--- src/rtl/trace_pkg.sv ---
// trace_pkg: shared types and constants for the commit trace checker.
package trace_pkg;

    typedef enum logic [1:0] {
        S_RUN,
        S_PASS,
        S_FAIL
    } state_t;

    localparam logic [1:0] ERR_NONE     = 2'd0;
    localparam logic [1:0] ERR_MISMATCH = 2'd1;
    localparam logic [1:0] ERR_UNDERRUN = 2'd2;
    localparam logic [1:0] ERR_TIMEOUT  = 2'd3;

    typedef struct packed {
        logic [31:0] pc;
        logic [4:0]  wnum;
        logic [31:0] wdata;
    } gold_t;

    function automatic logic [31:0] byte_mask(input logic [3:0] we);
        return {{8{we[3]}}, {8{we[2]}}, {8{we[1]}}, {8{we[0]}}};
    endfunction

endpackage

--- src/rtl/trace_fifo.sv ---
// trace_fifo: synchronous FIFO holding golden commit records, head visible on dout.
module trace_fifo
    import trace_pkg::*;
#(
    parameter int DEPTH = 4
) (
    input  logic  clk,
    input  logic  rst,
    input  logic  push,
    input  logic  pop,
    input  gold_t din,
    output gold_t dout,
    output logic  full,
    output logic  empty
);
    localparam int AW = DEPTH > 1 ? $clog2(DEPTH) : 1;

    gold_t          mem [DEPTH];
    logic [AW-1:0]  wp, rp;
    logic [AW:0]    cnt;
    logic           do_push, do_pop;

    assign full    = cnt == (AW+1)'(DEPTH);
    assign empty   = cnt == '0;
    assign do_push = push && !full;
    assign do_pop  = pop && !empty;
    assign dout    = mem[rp];

    always_ff @(posedge clk) begin
        if (rst) begin
            wp  <= '0;
            rp  <= '0;
            cnt <= '0;
        end else begin
            if (do_push) begin
                mem[wp] <= din;
                wp      <= wp + 1'b1;
            end
            if (do_pop)
                rp <= rp + 1'b1;
            cnt <= cnt + (AW+1)'(do_push) - (AW+1)'(do_pop);
        end
    end

endmodule

--- config.mk ---
export PLATFORM = sky130hd
export DESIGN_NAME = trace_fifo
export DESIGN_NICKNAME = d
export VERILOG_FILES = /design/src/rtl/trace_pkg.sv /design/src/rtl/trace_fifo.sv
export SDC_FILE = /design/constraint.sdc
export NUM_CORES = 1
export LEC_CHECK = 0
export CORE_UTILIZATION = 40
export CTS_CLUSTER_DIAMETER = 80
export DETAILED_ROUTE_END_ITERATION = 7
export GPL_TIMING_DRIVEN = 0
export MAX_ROUTING_LAYER = met4
export PLACE_DENSITY_LB_ADDON = 0.25
export SETUP_SLACK_MARGIN = 0.5
export SYNTH_ARGS = -nofsm -noshare
export SYNTH_HDL_FRONTEND = slang
export SYNTH_SLANG_ARGS = --single-unit
export TNS_END_PERCENT = 50
--- constraint.sdc ---
create_clock -name clk -period 9.1 [get_ports clk]
set_input_delay 1.82 -clock clk [delete_from_list [all_inputs] [get_ports clk]]
set_output_delay 1.82 -clock clk [all_outputs]
set_load 0.01 [all_outputs]
* After elaboration in Yosys (flattened, before gate mapping)
Memories as Yosys holds them, arrays and structs flattened. A register that Yosys moved wholly into a read port is not among the register bits.
Cells that the tools add are included.
** Storage, ports and cells
- Logic and storage cells :: 19
- Memories kept :: 1
- Memory bits (writable) :: 276
- Register bits :: 7
- Input port bits :: 73
- Output and inout bits :: 71
** Operators by class
- Muxes and demuxes :: 5
- $add $sub $neg :: 4
- Eq/ne operators :: 1
- Reduce and logical (&&, ||, !) cells :: 5
** Memories
- mem :: depth 4, width 69, rd ports 1, clocked after memory_dff 1, wr ports 1, RTL line trace_fifo.sv:18 : gold_t mem [DEPTH];
** Operators with widths (count)
- 2-bit by 1-bit adder with 2-bit output, second input constant :: 2
- 2-bit two-way mux :: 2
- 3-bit by 1-bit adder with 3-bit output :: 1
- 3-bit equality test, second input constant :: 1
- 3-bit logical NOT :: 1
- 1-bit two-way mux :: 3
- 3-bit by 1-bit subtractor with 3-bit output :: 1
- 1-bit logical AND :: 2
- 1-bit logical NOT :: 2

* Depth between registers and ports, before layout
- Depth after elaboration :: 6
- Mapped depth :: 10
- Depth with buffers taken out :: 9

* Least setup slack after synthesis
OpenSTA, ideal clock, no wires.
- Path kind :: input -> register
- Start point :: input port rst
- End point :: memory mem[0][0] (netlist name), enable pin
- Stages on the path :: 2
- Arrival :: 7104 ps
- Setup slack :: 1401 ps
- Library setup time :: 595 ps
- Buffers on the path :: 1
- Data required time :: 8505 ps
- Path through :: clkbuf_1 -> nor3b_1
** Between the ends
- Cells in the longest elaborated chain, start to end :: 2
** RTL lines
- start, declared :: RTL line trace_fifo.sv:8 : input logic rst,
- 1-bit two-way mux :: RTL line trace_fifo.sv:30 : if (rst) begin
- 1-bit two-way mux (implied by the code) :: RTL line trace_fifo.sv:36 : mem[wp] <= din;
- end, declared :: RTL line trace_fifo.sv:18
Every way passes these cells.

==> flow_metrics.py <==
metrics = {
    "floorplanning": {
        "dieArea_sq_um": 26800,
        "initial_core_util_pct": 41.1,
        "design.core.area_sq_um": 25400,
        "rows": 58,
        "die_y_microns": 164,
        "die_width_microns": 164,
        "num_io_pins": 144,
    },
    "final_layout": {
        "nets": 698,
        "layout-drive-gt1-share_pct": 25.7,
        "utilization_pct": 54.1,
        "area_growth_pct": 31.5,
        "fin_area_sq_um": 13700,
    },
    "yosys": {
        "synth-edff-count": 276,
        "netlist-cell-type-count": 24,
        "avgSynthCellArea_sq_um": 25.3,
        "yosysWarnings": 0,
        "yosys-top-cells-area": "edfxtp_1 (79%), mux4_2 (15%), dfxtp_1 (1.7%)",
        "synthArstFlopShare_pct": 0,
        "synth_ff_type": "edfxtp_1",
        "ys_seq_area_share_pct": 81.1,
        "yosysMostFrequentCell": "edfxtp_1",
        "syn_nets": 492,
        "ys_seq_elements": 285,
        "synth_area_sq_um": 10400,
        "synth_top_area_share_pct": 79.4,
        "synth_cells": 412,
        "ys_top_cells_by_count": "edfxtp_1 (276), mux4_2 (69), dfxtp_1 (9)",
        "synth_area_leader_cell": "edfxtp_1",
    },
    "global_routing": {
        "grtUsageTotal_pct": 15.4,
        "antenna_found_initial": 1,
        "grt_pass1_wl_microns": 29900,
        "grt_pass1_vias": 5340,
        "grt_max_degree": 15,
        "gr-total-overflow": 0,
    },
    "drt": {
        "avgRoutedWirePerCell_microns": 20.1,
        "drt_iter0_markers": 261,
        "top_layer_used": "met4",
        "firstDrtPassIters": 4,
        "drt-total-wl_microns": 19600,
        "final_antenna_net_count": 0,
        "vias_per_cell": 4.99,
        "via_count": 4855,
        "dr_wl_met3_microns": 1160,
        "met2_length_microns": 9880,
        "drc_errors": 0,
        "wl_met1_microns": 8200,
    },
    "sta": {
        "maxSlewViolCount": 0,
        "setup_violations": 0,
        "min_period_ns": 4.37,
        "finalHoldViolCount": 0,
        "max_freq_ghz": 0.229,
        "setup_ws_ns": 4.73,
        "tns_ns": 0,
        "relSlewSlack_pct": 27.5,
        "rsz0062_at_grt": "no",
        "tightest_slew_ns": 1.08,
        "period_share_pct": 48.0,
        "fin_skew_ns": 0.0142,
    },
    "place": {
        "dp_slack_ns": 4.64,
        "placed_cell_area_sq_um": 12700,
        "dp_hpwl_microns": 13600,
        "io_buffers": 143,
        "place_congestion": 0.732,
    },
    "power": {
        "leakage_uw": 0.00443,
        "p_clk_share_pct": 34.8,
        "switchingPower_uw": 847,
        "p_per_area_nw_per_um2": 265,
        "p_seq_share_pct": 42.3,
        "max-vdd-ir-drop_v": 0.000237,
        "p_int_uw": 2790,
        "p_comb_share_pct": 22.9,
        "netSwitchingFraction_pct": 23.3,
    },
    "setup_path": {
        "cp.arrival_ns": 2.55,
        "start_kind": "register",
        "worstSetupPathType": "reg2out",
        "cp_max_fo": 10,
        "worstPathRequired_ns": 7.28,
        "endpoint_kind": "output port",
        "reg2reg_slack_ns": 6.46,
    },
    "cts": {
        "clock_latency_ns": 0.54,
        "cts_tree": "done",
        "cts_buffer_depth": 3,
        "cts-resized-gates": 0,
        "clk_pin_slew_ns": 0.06,
        "cts.sinks": 285,
        "cts_root_buf": "clkbuf_16",
        "htree_levels": 1,
        "cts-buffers-inserted": 30,
        "cts_setup_buffers": 0,
        "cts_hold_buf": 0,
    },
    "outcome": {
        "status": "completed",
    },
    "hold_path": {
        "hp-class": "reg2reg",
    },
    "flow_run": {
        "max_cap_violations": 0,
    },
}
## power groups by stage
stage          clock network, uW  logic, uW  registers (uW)
6_report                    1270        834            1540
5_1_grt                     1350        895            1550
4_1_cts                     1300        858            1540
3_5_place_dp                   0        854            1570
3_3_place_gp                   0        818            1580
2_1_floorplan                  0        457            1570
## worst max-delay path, cell delays in order, from the launching register on
cell and delay (ns):
dfxtp_1 0.30, buf_2 0.20, clkbuf_1 0.56, mux4_2 0.40, clkdlybuf4s50_1 0.56
## stage by stage
stage,hold slack [ns],instances,power [uW]
detailed placement,0.489,916,2420
floorplan,0.459,412,2030
finish,0.500,973,3640
global placement,0.478,885,2400
CTS,0.502,972,3700
global route,0.566,973,3790
## sequential cells by signal, summed over array words and instances, names as in the netlist, named ones only
name and count:
mem 276, wp 2, rp 2, cnt 3
## final timing paths
check,cells after the start,endpoint,start
min,2,register,rp[1]
max reg2reg,7,mem[2][53],cnt[1]
min reg2reg,2,register,rp[1]
max,4,dout[42],register
## cells by family (layout without fill, tap and decap cells)
group           Yosys count  after routing  synth area share [%]
compound gates            5              5                 0.264
xor+xnor                  3              3                 0.252
fa+ha+maj                 7              7                 0.911
buf+inv                  25            255                  1.53
flops                   285            285                  81.1
mux                      70             70                  15.0
other cells               0              1                     0
simple gates             17             17                 0.970
## placed cells by master, fill, tap and decap left out
master and n:
buf_12 2, xnor2_1 2, buf_6 26, inv_6 1, xor2_1 1, clkinvlp_4 2, o21ai_0 2, clkinv_1 4
nor2_1 3, clkbuf_1 9, nor2b_1 2, inv_1 7, nor3_1 1, nor3b_2 4, nand2_1 1, clkbuf_16 31
nor3b_1 1, or3_1 2, buf_8 6, diode_2 1, o31ai_1 1, buf_2 3, dfxtp_1 9, a21oi_1 2
mux2i_1 1, buf_4 6, nand2b_1 3, mux4_2 69, bufinv_16 6, fa_1 1, edfxtp_1 276, ha_1 6
clkdlybuf4s50_1 143, clkinv_2 9
## metal layers
layer,vias up,global-route usage [%]
li1,2172,-
met1,2515,19.0
met2,138,25.7
met3,30,3.25
met4,0,4.25
met5,-,-
## cell type report
class	count	area (sq um)
fill	1977	11700
sequential	285	8470
multi-input combinational	102	1830
tap	330	413
inverter	7	26.3
clock inverter	22	264
clock buffer	34	787
antenna	1	2.50
timing repair buffer	174	1800
buffer	18	134
(Power assumes the default switching activity.)
